===== src/rtl/lcd_pkg.sv =====
// Shared types and constants for the LCD write scheduler.
package lcd_pkg;

    typedef logic [7:0] char_t;

    typedef enum logic {
        PACER_IDLE,
        PACER_GAP
    } pacer_state_t;

    localparam int unsigned CHAR_GAP_DEFAULT = 800;
    localparam int unsigned GAP_CNT_W        = 16;
    localparam char_t       SPACE_CHAR       = 8'h20;

endpackage


===== src/rtl/char_fifo.sv =====
// Synchronous character queue; read data is the current head, combinationally.
module char_fifo
    import lcd_pkg::*;
#(
    parameter int unsigned FIFO_DEPTH = 16
) (
    input  logic                          clk,
    input  logic                          rst,
    input  logic                          push,
    input  char_t                         push_data,
    input  logic                          pop,
    output char_t                         pop_data,
    output logic                          full,
    output logic                          empty,
    output logic [$clog2(FIFO_DEPTH):0]   count
);

    localparam int unsigned PTR_W = $clog2(FIFO_DEPTH);

    char_t             mem [FIFO_DEPTH];
    logic [PTR_W-1:0]  wr_ptr;
    logic [PTR_W-1:0]  rd_ptr;
    logic              do_push;
    logic              do_pop;

    assign full     = (count == (PTR_W+1)'(FIFO_DEPTH));
    assign empty    = (count == '0);
    assign do_push  = push && !full;
    assign do_pop   = pop && !empty;
    assign pop_data = mem[rd_ptr];

    always_ff @(posedge clk) begin
        if (do_push) begin
            mem[wr_ptr] <= push_data;
        end
    end

    // Pointers wrap naturally because the depth is a power of two.
    always_ff @(posedge clk) begin
        if (rst) begin
            wr_ptr <= '0;
            rd_ptr <= '0;
            count  <= '0;
        end else begin
            if (do_push) begin
                wr_ptr <= wr_ptr + 1'b1;
            end
            if (do_pop) begin
                rd_ptr <= rd_ptr + 1'b1;
            end
            case ({do_push, do_pop})
                2'b10:   count <= count + 1'b1;
                2'b01:   count <= count - 1'b1;
                default: count <= count;
            endcase
        end
    end

endmodule


===== src/rtl/lcd_write_scheduler.sv =====
// Two-requester message arbiter feeding a paced write strobe to a character LCD controller.
module lcd_write_scheduler
    import lcd_pkg::*;
#(
    parameter int unsigned CHAR_GAP   = CHAR_GAP_DEFAULT,
    parameter int unsigned FIFO_DEPTH = 16
) (
    input  logic                          clk,
    input  logic                          rst,
    input  logic                          req0_valid,
    input  logic [7:0]                    req0_data,
    input  logic                          req0_last,
    output logic                          req0_ready,
    input  logic                          req1_valid,
    input  logic [7:0]                    req1_data,
    input  logic                          req1_last,
    output logic                          req1_ready,
    output logic [7:0]                    lcd_ascii,
    output logic                          lcd_write,
    output logic [$clog2(FIFO_DEPTH):0]   fifo_count,
    output logic                          busy
);

    localparam logic [GAP_CNT_W-1:0] GAP_LOAD = GAP_CNT_W'(CHAR_GAP - 2);

    logic                  locked;
    logic                  owner;
    logic                  prio;
    logic                  full;
    logic                  empty;
    logic                  accept;
    logic                  beat_last;
    char_t                 beat_data;
    char_t                 head;
    logic                  pop;
    pacer_state_t          state;
    pacer_state_t          state_next;
    logic [GAP_CNT_W-1:0]  gap_cnt;

    assign req0_ready = locked && !owner && !full;
    assign req1_ready = locked &&  owner && !full;
    assign accept     = (req0_valid && req0_ready) || (req1_valid && req1_ready);
    assign beat_data  = owner ? req1_data : req0_data;
    assign beat_last  = owner ? req1_last : req0_last;
    assign busy       = locked || !empty || (state != PACER_IDLE);

    char_fifo #(
        .FIFO_DEPTH (FIFO_DEPTH)
    ) u_fifo (
        .clk       (clk),
        .rst       (rst),
        .push      (accept),
        .push_data (beat_data),
        .pop       (pop),
        .pop_data  (head),
        .full      (full),
        .empty     (empty),
        .count     (fifo_count)
    );

    // Lock is held until the owner's last beat; priority flips per completed message.
    always_ff @(posedge clk) begin
        if (rst) begin
            locked <= 1'b0;
            owner  <= 1'b0;
            prio   <= 1'b0;
        end else if (locked) begin
            if (accept && beat_last) begin
                locked <= 1'b0;
                prio   <= ~owner;
            end
        end else if (req0_valid || req1_valid) begin
            locked <= 1'b1;
            owner  <= (req0_valid && req1_valid) ? prio : req1_valid;
        end
    end

    always_ff @(posedge clk) begin
        if (rst) begin
            state     <= PACER_IDLE;
            gap_cnt   <= '0;
            lcd_write <= 1'b0;
            lcd_ascii <= SPACE_CHAR;
        end else begin
            state     <= state_next;
            lcd_write <= pop;
            if (pop) begin
                lcd_ascii <= head;
                gap_cnt   <= GAP_LOAD;
            end else if (state == PACER_GAP && gap_cnt != '0) begin
                gap_cnt <= gap_cnt - 1'b1;
            end
        end
    end

    // GAP lasts CHAR_GAP-1 cycles so the following IDLE pop lands exactly CHAR_GAP after the last pulse.
    always_comb begin
        state_next = state;
        case (state)
            PACER_IDLE: if (!empty)          state_next = PACER_GAP;
            PACER_GAP:  if (gap_cnt == '0)   state_next = PACER_IDLE;
            default:                         state_next = PACER_IDLE;
        endcase
    end

    always_comb begin
        pop = 1'b0;
        if (state == PACER_IDLE && !empty) begin
            pop = 1'b1;
        end
    end

endmodule

===== config.mk =====
export PLATFORM = sky130hd
export DESIGN_NAME = lcd_write_scheduler
export DESIGN_NICKNAME = d
export VERILOG_FILES = /design/src/rtl/lcd_pkg.sv /design/src/rtl/char_fifo.sv /design/src/rtl/lcd_write_scheduler.sv
export SDC_FILE = /design/constraint.sdc
export NUM_CORES = 1
export LEC_CHECK = 0
export CAP_MARGIN = 20
export CORE_AREA = 5 5 141 143
export DETAILED_ROUTE_END_ITERATION = 7
export DIE_AREA = 0 0 146 148
export DONT_BUFFER_PORTS = 1
export GPL_TIMING_DRIVEN = 0
export PLACE_DENSITY = 0.58
export SKIP_CTS_REPAIR_TIMING = 1
export SLEW_MARGIN = 20
export SYNTH_ARGS = -nofsm -noshare
export SYNTH_HDL_FRONTEND = slang
export SYNTH_SLANG_ARGS = --single-unit

===== constraint.sdc =====
create_clock -name clk -period 7.45 [get_ports clk]
set_input_delay 1.49 -clock clk [delete_from_list [all_inputs] [get_ports clk]]
set_output_delay 1.49 -clock clk [all_outputs]
set_load 0.02 [all_outputs]

## Word-level counts from Yosys, hierarchy flattened

Memory sizes are Yosys's and may differ from the RTL's. A register that Yosys moved wholly into a read port is not among the register bits.
Cells that the tools add are included.

| storage, ports and cells | value |
|---|---|
| input port bits | 22 |
| latch bits | 0 |
| output and inout bits | 17 |
| memory bits (read-only) | 0 |
| logic and storage cells | 64 |
| memory bits (writable) | 128 |
| memories kept | 1 |
| flip-flop bits (word level) | 34 |

| operators by class | value |
|---|---|
| add/sub/neg operators | 5 |
| equal/unequal tests | 3 |
| muxes and demuxes | 15 |
| shift-type cells | 0 |
| multipliers | 0 |
| bitwise logic cells | 3 |
| $lt $le $gt $ge | 0 |
| divide/modulo/power cells | 0 |
| reductions and logical operators | 27 |

Memories:

| name | depth | bits a word | rd ports | clocked after memory_dff | write ports | line | text |
|---|---|---|---|---|---|---|---|
| u_fifo.mem | 16 | 8 | 1 | 1 | 1 | char_fifo.sv:20 | `char_t mem [FIFO_DEPTH];` |

Operators with widths:

| cell | count |
|---|---|
| $mux 10 | 2 |
| $logic_not 16->1 | 1 |
| $reduce_bool 16->1 | 1 |
| $sub 16x1->16 const B | 1 |
| $logic_and 1x1->1 | 12 |
| $mux 1 | 10 |
| $pmux 5 s2 | 1 |
| $add 4x1->4 const B | 2 |
| $mux 8 | 1 |
| $add 5x1->5 const B | 1 |
| $eq 5x5->1 const B | 1 |
| $logic_not 5->1 | 1 |
| $sub 5x1->5 const B | 1 |
| $logic_or 1x1->1 | 4 |
| $reduce_and 2->1 | 2 |
| $reduce_bool 2->1 | 2 |
| $logic_not 1->1 | 3 |
| $not 1->1 | 3 |
| $eq 2x1->1 const B | 1 |
| $eq 2x2->1 const B | 1 |
| $pmux 1 s2 | 1 |
| $reduce_or 2->1 | 1 |

## Longest topological paths before layout

| logic depth | value |
|---|---|
| depth after elaboration | 8 |
| gate-level depth with buffers | 14 |
| mapped depth without buffers | 10 |

## By module

A second synthesis with hierarchy kept.

| unflattened totals | value |
|---|---|
| cell total of the unflattened synthesis | 473 |
| area, all modules | 7427.1 um^2 |

Modules (own cells, without submodules):

| module | instances | area an instance (um^2) | cells each | sequential area each (um^2) |
|---|---|---|---|---|
| char_fifo | 1 | 5974.5 | 305 | 4184.0 |
| lcd_write_scheduler | 1 | 1452.6 | 168 | 580.6 |

## Worst setup path before layout

OpenSTA, ideal clock, no wires.

| timing path | value |
|---|---|
| path type | input -> register |
| start | input req1_valid |
| end | register u_fifo.count[2] |
| library setup time | 0.071 ns |
| required time | 7.379 ns |
| stages | 12 |
| arrival | 3.945 ns |
| buffers on the path | 2 |
| path slack | 3.435 ns |
| cell sequence | mux2i_1 > a211oi_1 > clkbuf_1 > inv_1 > ha_1 > clkbuf_1 > xor2_1 > ha_1 > a21oi_1 > xor2_1 > or3_1 > a21oi_1 |

| on the way | value |
|---|---|
| longest elaborated chain between the ends | 5 |
| elaborated cells on any way between the ends | 7 |
| classes of those cells | 2 x eq/ne; 1 x mux; 4 x reduce/logical |

Ends and longest elaborated chain:

| item | line | text |
|---|---|---|
| from (decl) | lcd_write_scheduler.sv:14 | `input logic req1_valid,` |
| $logic_and 1x1->1 (*) | lcd_write_scheduler.sv:42 | `assign accept = (req0_valid && req0_ready) \|\| (req1_valid && req1_ready);` |
| $logic_or 1x1->1 (*) | lcd_write_scheduler.sv:42 |  |
| $logic_and 1x1->1 (*) | char_fifo.sv:28 | `assign do_push = push && !full;` |
| $eq 2x1->1 or $eq 2x2->1 (tied branches) | char_fifo.sv:51 | `case ({do_push, do_pop})` |
| $pmux 5 s2 or $reduce_bool 2->1 (tied branches) | n/a |  |
| to (signal assigned) | char_fifo.sv:52 | `2'b10: count <= count + 1'b1;` |
| to (signal assigned) | char_fifo.sv:53 | `2'b01: count <= count - 1'b1;` |
| to (signal assigned) | char_fifo.sv:54 | `default: count <= count;` |
| to (decl) | char_fifo.sv:15 | `output logic [$clog2(FIFO_DEPTH):0] count` |

Mark *: on every way between the ends. The rest lies on a longest branch, timed or not.
A chain may end at the register's enable or synchronous reset.

## Worst setup path in the final report

Same ends and word-level chain as after synthesis.

==> summary.md <==
| Metric | Value |
|---|---|
| Clk_skew | `12.6 ps` |
| Fill count | `1613` |
| Crit-path max FO | `10` |
| Sequential area share after synthesis | `64.8%` |
| Setup ws final | `3550 ps` |
| Simple-gate portion of the synthesized area | `8.69%` |
| Die area | `0.0216 mm2` |
| GRT Resource Usage Total | `15.3%` |
| Final hold violations | `0` |
| Avg Cell Area, Syn | `15.1 um2` |
| I/O pin count | `39` |
| Post-route cell area | `0.00812 mm2` |
| Status | `finished clean` |
| Min-Delay Endpoint | `gap_cnt[15]` |
| Post-synth cell types | `55` |
| Worst-Margin Slew | `1020 ps` |
| Synth Area in XOR/XNOR | `0.969%` |
| Buffers & Inverters on Critical Path | `3` |
| First DRT Iteration DRCs | `312` |
| Dpl cells | `715` |
| Synth Area in Adders | `1.73%` |
| Reg clk slew, reported paths | `70 ps` |
| Largest family of logic cells by synthesized area | `multiplexers` |
| Worst reg2reg setup slack | `3650 ps` |
| Max cap viols | `0` |
| Setup violators final | `0` |
| Pre-CTS setup slack | `2840 ps` |
| Ys flop type | `edfxtp_1` |
| # H-tree levels | `4` |
| Largest net degree at the start of global routing | `17` |
| Mux share of post-synthesis cell area | `14.7%` |
| Ys async rst share | `0%` |
| P_leak | `2.63 nW` |
| Post-synth EDFFs | `128` |
| Synth-to-Final Area Change | `12.3%` |
| Vias in the first global route | `4320` |
| Root buf cell | `clkbuf_16` |
| Per-cell routed wire length | `21.6 um` |
| CTS buffer count | `17` |
| Antenna cells | `0` |
| YS warnings | `0` |
| Max-slew violation count | `0` |
| RSZ-0062 raised after global routing | `no` |
| WL final | `16.1 mm` |
| Clock latency on the worst-skew pair | `430 ps` |
| Post-synthesis cell count | `479` |
| Startpoint Class | `primary input` |
| Antenna violations before repair | `0` |
| CP max stage cell | `a211oi_2` |
| Critical path capture point type | `flop` |
| Power Density | `337 mW/mm2` |
| Synth Net Count | `511` |
| Vias per inst | `5.71` |
| Die H | `148 um` |
| DRC | `0` |
| Reg2Reg Depth | `14` |
| Tmin final | `3900 ps` |
| Core area | `0.0185 mm2` |
| Share of layout cells above drive strength 1 | `17.0%` |
| Class of the most critical setup path | `primary input to flop` |
| Hold Path Stages | `2` |
| Dpl hpwl | `10.8 mm` |
| GPL Wtd Cong | `0.866` |
| Slew margin rel. | `32.0%` |
| PortBufs | `0` |
| Worst path cell trace | `mux2i_1 > a211oi_2 > clkbuf_1 > inv_1 > ha_1 > clkbuf_1 > xor2_1 > ha_1 > a21oi_1 > xor2_1 > or3_1 > a21oi_1` |
| FF-to-FF End | `u_fifo.count[2]` |
| Worst EP arrival | `4240 ps` |
| Yosys reg bits | `170` |
| First-pass GRT wire length | `24.9 mm` |
| CTS tree | `done` |
| Post-route insts no fill | `747` |
| RR Startpoint | `u_fifo.count[1]` |
| Starting Density | `39.2%` |
| Delay-heaviest family, CP | `compound AO/OA/AOI/OAI gates` |
| Final Cycle Share | `52.3%` |
| Die Wd | `146 um` |
| Cell row count | `50` |
| Placed Area | `0.00755 mm2` |
| Final Util | `44.0%` |
| HP Start | `gap_cnt[15]` |
| Total negative slack | `0 ps` |
| Nets | `532` |
| Initial DRT Pass Iterations | `5` |
| Hold WC Path Type | `flop to flop` |
| Antenna Nets Post-Route | `0` |
| Mapped Area | `0.00723 mm2` |
| Compound-Gate Fraction of Synth Area | `6.59%` |
| DR vias | `4269` |
| Peak VDD IR | `0.154 mV` |
| CTS Sinks | `170` |
| Worst path max stage delay | `560 ps` |
| Required time worst endpoint | `7800 ps` |
| Fmax | `257 MHz` |
| CTS Buffer Depth | `2` |
| Grt ovf | `0` |
==> metal layers <==
metal / vias to the layer above / share of wire (%) / global-route usage, %
met5: - / 0 / 0
li1: 1947 / - / -
met4: 0 / 2.0 / 5.41
met1: 2207 / 43 / 18.9
met3: 25 / 4.2 / 3.68
met2: 90 / 51 / 26.4
==> final cells by class <==
cell class              count  area, um2  area share [%]
repair buffers              2       15.0           0.185
multi-input cells         264       2380            29.3
flip-flops and latches    170       4680            57.7
inverters                  15       56.3           0.693
clock buffers              20        437            5.38
well taps                 234        293            3.60
clock inverters            12        133            1.63
plain buffers              30        126            1.56
==> cells in the final DEF, fill, tap and decap left out, drive strengths merged, types with 8 or more instances in the layout <==
cell type,instances
nor3,10
o221ai,8
mux2,9
and3,15
dfxtp,42
nand2,11
ha,10
nand3,18
a21oi,17
edfxtp,128
nor2,19
buf,10
mux4,32
mux2i,24
inv,20
a211oi,8
or3,10
clkbuf,42
==> worst max path at each step <==
stage,start,endpoint,cells after the start
6_report,req1_valid,u_fifo.count[2],12
5_1_grt,u_fifo.count[2],u_fifo.count[2],14
4_1_cts,req1_valid,u_fifo.count[2],12
3_5_place_dp,req1_valid,u_fifo.count[2],12
3_3_place_gp,req1_valid,u_fifo.count[4],12
2_1_floorplan,req1_valid,u_fifo.count[2],12
==> synth_stat cells (6+ instances only) <==
cell	count	area share, %
or3_1	10	0.87
mux4_2	32	10
nand2_1	11	0.57
mux2_2	9	1.4
nor2_1	19	0.99
o21ai_0	7	0.48
nand3_1	18	1.2
ha_1	10	1.7
clkbuf_1	21	1.1
and3_1	15	1.3
dfxtp_1	42	12
mux2i_1	24	3.3
a21oi_1	17	1.2
edfxtp_1	128	53
or4_1	6	0.62
o221ai_1	8	0.97
inv_1	13	0.68
nor3_1	10	0.69
a211oi_1	8	0.83
==> stage by stage <==
| step | hold WS (ps) | power [mW] |
|---|---|---|
| after floorplan | 459 | 1.71 |
| after CTS | 502 | 2.75 |
| after global routing | 535 | 2.87 |
| after global placement | 475 | 1.88 |
| final | 508 | 2.74 |
| after detailed placement | 491 | 1.90 |
==> worst reg2reg max path, cell delays in order (launching register included) <==
cell and delay (ps):
dfxtp_1 370, clkbuf_1 240, nor4_2 700, a21o_1 240, buf_6 150, inv_2 60, clkbuf_1 270, ha_1 310
clkbuf_1 220, xor2_1 200, ha_1 230, a21oi_1 160, xor2_1 90, or3_1 320, a21oi_1 160
==> sequential cells by signal, indices dropped and copies added (netlist names) <==
signal,count
u_fifo.mem,128
u_fifo.rd_ptr,4
locked,1
lcd_write,1
u_fifo.wr_ptr,4
prio,1
state,1
gap_cnt,16
u_fifo.count,5
owner,1
lcd_ascii,8
==> power breakdown <==
group	switching, mW	internal (mW)	leakage (nW)
registers	0.0833	1.09	1.50
logic	0.430	0.281	0.864
clock network	0.387	0.471	0.267
==> cell families after synthesis <==
logic type	after synthesis
AND/OR/NAND/NOR	113
multiplexers	65
adder cells (fa/ha/maj)	10
flip-flops	170
XOR/XNOR	8
AO/OA/AOI/OAI	68
buffers and inverters	45
(Power assumes the default switching activity.)
